File: config.mk
export PLATFORM = sky130hd
export DESIGN_NAME = core_debug_regs
export DESIGN_NICKNAME = d
export VERILOG_FILES = /design/src/rtl/core_debug_regs.sv
export SDC_FILE = /design/constraint.sdc
export NUM_CORES = 1
export LEC_CHECK = 0
export CAP_MARGIN = 10
export CORE_ASPECT_RATIO = 1.75
export CORE_UTILIZATION = 50
export CTS_CLUSTER_DIAMETER = 60
export DETAILED_ROUTE_END_ITERATION = 12
export PLACE_DENSITY = 0.78
export SLEW_MARGIN = 20
export SYNTH_ARGS = -nofsm -noshare
export SYNTH_HDL_FRONTEND = slang
export SYNTH_SLANG_ARGS = --single-unit
File: constraint.sdc
create_clock -name clk -period 8.5 [get_ports clk]
set_input_delay 1.7 -clock clk [delete_from_list [all_inputs] [get_ports clk]]
set_output_delay 1.7 -clock clk [all_outputs]
set_load 0.01 [all_outputs]
File: src/rtl/core_debug_regs.sv
// core_debug_regs: run control, step counter and perf counters on two register ports.
// Define CORE_DBG_EVENT_CNT_EN to build the per-event counters.
module core_debug_regs #(
  parameter int NUM_EVENTS = 4,
  parameter int CNT_WIDTH  = 48
) (
  input  logic                  clk,
  input  logic                  reset,
  input  logic                  retire,
  input  logic [NUM_EVENTS-1:0] event_in,
  output logic                  core_run,
  output logic                  halted,
  input  logic [5:0]            s1_address,
  input  logic                  s1_read,
  output logic [31:0]           s1_readdata,
  input  logic                  s1_write,
  input  logic [31:0]           s1_writedata,
  input  logic [5:0]            s2_address,
  input  logic                  s2_read,
  output logic [31:0]           s2_readdata,
  input  logic                  s2_write,
  input  logic [31:0]           s2_writedata
);

  localparam logic [5:0] A_CTRL  = 6'd0;
  localparam logic [5:0] A_STAT  = 6'd1;
  localparam logic [5:0] A_STEPS = 6'd2;
  localparam logic [5:0] A_CYC_L = 6'd3;
  localparam logic [5:0] A_CYC_H = 6'd4;
  localparam logic [5:0] A_INS_L = 6'd5;
  localparam logic [5:0] A_INS_H = 6'd6;

  localparam logic [CNT_WIDTH-1:0] ONE = CNT_WIDTH'(1);

  logic                 mode_q;
  logic                 halt_q;
  logic                 done_q;
  logic [31:0]          steps_q;
  logic [CNT_WIDTH-1:0] cycle_q;
  logic [CNT_WIDTH-1:0] instret_q;
  logic [63:0]          cyc64;
  logic [63:0]          ins64;

  logic [5:0]  addr     [2];
  logic        rd       [2];
  logic [31:0] rdata_q  [2];
  logic [31:0] shadow_q [2];
  logic [31:0] rmux     [2];
  logic [31:0] hmux     [2];
  logic        lo_hit   [2];

  logic        w1_ctrl;
  logic        w2_ctrl;
  logic        w1_steps;
  logic        w2_steps;
  logic        wr_ctrl;
  logic        wr_steps;
  logic        cnt_clr;
  logic [2:0]  ctrl_wd;
  logic [31:0] steps_wd;

  assign addr[0] = s1_address;
  assign addr[1] = s2_address;
  assign rd[0]   = s1_read;
  assign rd[1]   = s2_read;

  assign s1_readdata = rdata_q[0];
  assign s2_readdata = rdata_q[1];

  assign core_run = !halt_q && (!mode_q || steps_q != 32'd0);
  assign halted   = !core_run;

  assign cyc64 = 64'(cycle_q);
  assign ins64 = 64'(instret_q);

  assign w1_ctrl  = s1_write && s1_address == A_CTRL;
  assign w2_ctrl  = s2_write && s2_address == A_CTRL;
  assign w1_steps = s1_write && s1_address == A_STEPS;
  assign w2_steps = s2_write && s2_address == A_STEPS;

  // s2 (JTAG) wins when both ports hit the same register
  assign wr_ctrl  = w1_ctrl || w2_ctrl;
  assign wr_steps = w1_steps || w2_steps;
  assign ctrl_wd  = w2_ctrl ? s2_writedata[2:0] : s1_writedata[2:0];
  assign steps_wd = w2_steps ? s2_writedata : s1_writedata;
  assign cnt_clr  = wr_ctrl && ctrl_wd[2];

  always_ff @(posedge clk) begin
    if (reset) begin
      mode_q  <= 1'b0;
      halt_q  <= 1'b0;
      done_q  <= 1'b0;
      steps_q <= '0;
    end else begin
      if (wr_ctrl) begin
        mode_q <= ctrl_wd[0];
        halt_q <= ctrl_wd[1];
      end
      if (wr_steps) begin
        steps_q <= steps_wd;
        done_q  <= 1'b0;
      end else if (core_run && mode_q) begin
        steps_q <= steps_q - 32'd1;
        if (steps_q == 32'd1) done_q <= 1'b1;
      end
    end
  end

  always_ff @(posedge clk) begin
    if (reset || cnt_clr) begin
      cycle_q   <= '0;
      instret_q <= '0;
    end else if (core_run) begin
      cycle_q <= cycle_q + ONE;
      if (retire) instret_q <= instret_q + ONE;
    end
  end

`ifdef CORE_DBG_EVENT_CNT_EN
  logic [CNT_WIDTH-1:0] evt_q   [NUM_EVENTS];
  logic [63:0]          evt_ext [16];
  logic [3:0]           eidx    [2];
  logic                 evt_hit [2];

  always_comb begin
    for (int i = 0; i < 16; i++) evt_ext[i] = '0;
    for (int i = 0; i < NUM_EVENTS; i++) evt_ext[i] = 64'(evt_q[i]);
  end

  // addresses 8..31 map to event pairs; index = addr/2 - 4
  for (genvar p = 0; p < 2; p++) begin : g_eidx
    assign eidx[p]    = addr[p][4:1] - 4'd4;
    assign evt_hit[p] = !addr[p][5] && (addr[p][4] || addr[p][3])
                        && (int'(eidx[p]) < NUM_EVENTS);
  end

  always_ff @(posedge clk) begin
    for (int i = 0; i < NUM_EVENTS; i++) begin
      if (reset || cnt_clr) evt_q[i] <= '0;
      else if (core_run && event_in[i]) evt_q[i] <= evt_q[i] + ONE;
    end
  end
`else
  logic unused_evt;
  assign unused_evt = ^event_in;
`endif

  always_comb begin
    for (int p = 0; p < 2; p++) begin
      rmux[p]   = '0;
      hmux[p]   = '0;
      lo_hit[p] = 1'b0;
      case (addr[p])
        A_CTRL:  rmux[p] = {30'd0, halt_q, mode_q};
        A_STAT:  rmux[p] = {29'd0, done_q, halted, core_run};
        A_STEPS: rmux[p] = steps_q;
        A_CYC_L: begin
          rmux[p]   = cyc64[31:0];
          hmux[p]   = cyc64[63:32];
          lo_hit[p] = 1'b1;
        end
        A_CYC_H: rmux[p] = shadow_q[p];
        A_INS_L: begin
          rmux[p]   = ins64[31:0];
          hmux[p]   = ins64[63:32];
          lo_hit[p] = 1'b1;
        end
        A_INS_H: rmux[p] = shadow_q[p];
        default: ;
      endcase
`ifdef CORE_DBG_EVENT_CNT_EN
      if (evt_hit[p]) begin
        if (addr[p][0]) begin
          rmux[p] = shadow_q[p];
        end else begin
          rmux[p]   = evt_ext[eidx[p]][31:0];
          hmux[p]   = evt_ext[eidx[p]][63:32];
          lo_hit[p] = 1'b1;
        end
      end
`endif
    end
  end

  always_ff @(posedge clk) begin
    for (int p = 0; p < 2; p++) begin
      if (reset) begin
        rdata_q[p]  <= '0;
        shadow_q[p] <= '0;
      end else if (rd[p]) begin
        rdata_q[p] <= rmux[p];
        if (lo_hit[p]) shadow_q[p] <= hmux[p];
      end
    end
  end

endmodule

==> summary.txt <==
Status
  – Status: complete, no violations

Power
  – Psw: about 0.60 mW
  – Cell-internal power: around 1.9 mW
  – Clock share of power: 0.423
  – PwrDens: roughly 170 nW/um2
  – LEAKAGE: 4.751 nW
  – Logic pwr share: 0.099
  – Maximum VDD drop: roughly 130 uV
  – Seq pwr share: 0.478
  – Switch share: 0.2415

Place
  – Dpl cells: around 1.7k
  – Port bufs: 148
  – DP Wirelength: between 20,000 and 30,000 um
  – Placer Congestion: between 0.9 and 1

Floorplan
  – Die X-Extent: approximately 120 um
  – Height of the die: 206.9 um
  – FP Rows: 74
  – I/O pin total: ~150
  – Die area: ~25,000 um2
  – Initial Util: 0.5120
  – Core area: between 20,000 and 25,000 um2

Logic synthesis
  – Post-Syn Area: approximately 12,000 um2
  – Top-count cell post-synth: nor2_1
  – Synth cell count leaders: nor2_1 (240), dfxtp_1 (131), edfxtp_1 (96)
  – Net Count, Synth: around 1.4k
  – Async S/R FF share, synth: 0
  – Post-synth cell types: 78
  – EDFF count, synth: between 90 and 100
  – Seq cells post-synth: 227
  – Gate Count Post-Synth: between 1k and 1.5k
  – Yosys top cell area share: 0.2404
  – Avg Cell Area, Syn: 9.204 um2
  – Sequential-to-total area share from yosys stat: 0.4591
  – Prevailing post-synth register cell: dfxtp_1
  – Synth area leader: edfxtp_1
  – Yosys warning total: 0
  – Synth top area cells: edfxtp_1 (24%), dfxtp_1 (22%), nor2_1 (7.5%)

Drt
  – Drt pass-1 iters: 9
  – Final WL: around 38,000 um
  – Antenna Nets Post-Route: 0
  – Via count: between 10k and 15k
  – Initial drt markers: about 1.5k
  – Routed len/inst: 22.01 um
  – DRC violations left: 0
  – Vias per cell: between 6 and 7

STA
  – Worst slew margin: 0.1977
  – Setup Viol. Count Final: 0
  – Setup Skew: 0.01096 ns
  – Final Max Tran Viols: 0
  – RSZ-0062 raised after global routing: false
  – Worst-Margin Slew: 1.198 ns
  – Setup TNS Final: 0 ns
  – Period utilisation layout: 0.6231
  – Final Critical Period: approximately 5.3 ns
  – Fmax: roughly 0.19 GHz
  – Hold_ws: 0.5156 ns
  – Fin. Hold Viols: 0

Clocking
  – Max Root-Sink Buffers: 3
  – Worst-path clk slew: approximately 0.070 ns
  – H-tree depth: 1
  – Post-CTS Setup Bufs: 0
  – Root buf cell: clkbuf_16
  – Clk_lat worst skew: about 0.52 ns
  – CTS tree: yes
  – Post_cts resized: 0
  – Clock sinks: between 200 and 250
  – Clock buffer count from CTS: 22
  – CTS hold repair buffers: 0

Worst setup path
  – CP Max Fanout: 12
  – Critical Path RT: 6.80 ns
  – CP arrival: around 3.6 ns
  – Startpoint Class: register
  – CP Class: reg2out
  – CP endpoint kind: primary output

Finish
  – Diode count: 0
  – Final core utilization: 0.6122
  – Nets: 1,484
  – Synth-to-layout area growth: 19.57%
  – Layout fillers: 1,981
  – Non-filler cells, final: around 1.7k
  – Share of post-route cells with drive strength above 1: 0.06458

GRT
  – Initial antenna violation count: 0
  – GRT Residual Overflow: 0
  – Pin count of the biggest net entering global routing: 97
  – First-pass GRT wire length: 58,280 um
  – Gr usage total: 0.3058
  – Vias in the first global route: about 11k

Worst hold path
  – Worst Hold Class: reg2reg

Flow run
  – Max Cap Violations: 0
registers in the layout, summed over array words and instances, names as in the netlist:
register   flops
halt_q         1
instret_q     48
rdata_q       64
cycle_q       48
steps_q       32
shadow_q      32
done_q         1
mode_q         1
worst max-delay path, stage by stage, from the launching register on:
cell             delay [ns]
dfxtp_1                0.38
inv_1                  0.12
ha_1                   0.26
nor4b_2                0.47
and4_1                 0.68
a31oi_1                0.34
buf_4                  0.30
clkdlybuf4s50_1        0.52
power by group through the flow:
stage / logic (mW) / registers [mW] / clock network (mW)
after floorplan: 0.129 / 1.20 / 0
after global placement: 0.236 / 1.20 / 0
after detailed placement: 0.239 / 1.20 / 0
after CTS: 0.240 / 1.18 / 1.06
after global routing: 0.261 / 1.18 / 1.09
final: 0.244 / 1.18 / 1.05
cell type report:
| class | count | area, um2 | area share |
|---|---|---|---|
| timing repair buffer | 164 | 1597 | 0.1113 |
| inverter | 15 | 56.30 | 0.003926 |
| sequential | 227 | 5505 | 0.3839 |
| tap | 304 | 380.4 | 0.02652 |
| clock inverter | 15 | 200.2 | 0.01396 |
| multi-input combinational | 963 | 6030 | 0.4205 |
| clock buffer | 25 | 571.8 | 0.03987 |
path summary, 6_finish.rpt:
path | start | to | slack [ns] | cells after the start
setup / recovery | steps_q[1]$_SDFFE_PP0P_ | core_run | 3.20 | 7
hold reg to reg | instret_q[47]$_SDFFE_PP0P_ | instret_q[47]$_SDFFE_PP0P_ | 0.52 | 2
setup reg to reg | steps_q[1]$_SDFFE_PP0P_ | steps_q[19]$_SDFFE_PP0P_ | 5.22 | 8
hold / removal | instret_q[47]$_SDFFE_PP0P_ | instret_q[47]$_SDFFE_PP0P_ | 0.52 | 2
kinds of logic after synthesis:
family,synth area share
AO/OA/AOI/OAI,0.1633
XOR/XNOR,0.06792
adder cells (fa/ha/maj),0.004173
buffers and inverters,0.04048
flip-flops,0.4591
multiplexers,0.03109
AND/OR/NAND/NOR,0.2340
per-layer routing:
layer / vias up / wire length (um) / global-route usage
li1: 5033 / - / -
met1: 5273 / 12950 / 0.3425
met2: 627 / 18690 / 0.5401
met3: 145 / 3106 / 0.03187
met4: 0 / 2956 / 0.2211
met5: - / 0 / 0
stage by stage:
step	instance area [um2]	setup WS, ns	total power [mW]
floorplan	11990	4.643	1.329
global placement	13560	3.324	1.440
detailed placement	13560	3.297	1.443
CTS	14330	3.320	2.476
global route	14340	3.086	2.536
finish	14340	3.203	2.472
cells in the final DEF (no fill, tap or decap), types with 11 or more instances in the layout:
cell type and count:
a221oi_1 17, o21ai_0 17, nor3_1 29, xnor2_1 21, inv_1 15, dfxtp_1 131
clkdlybuf4s50_1 147, a22oi_1 41, mux2i_1 35, nand4_1 40, and4_1 14, nand3_1 59
a222oi_1 33, and3_1 18, edfxtp_1 96, a31oi_1 12, a21oi_1 62, nor4_1 20
and2_1 11, nor2_1 238, buf_4 16, xor2_1 72, clkbuf_16 22, nand2_1 85
o211ai_1 15
No activity file was read; power rests on OpenSTA's default activity.
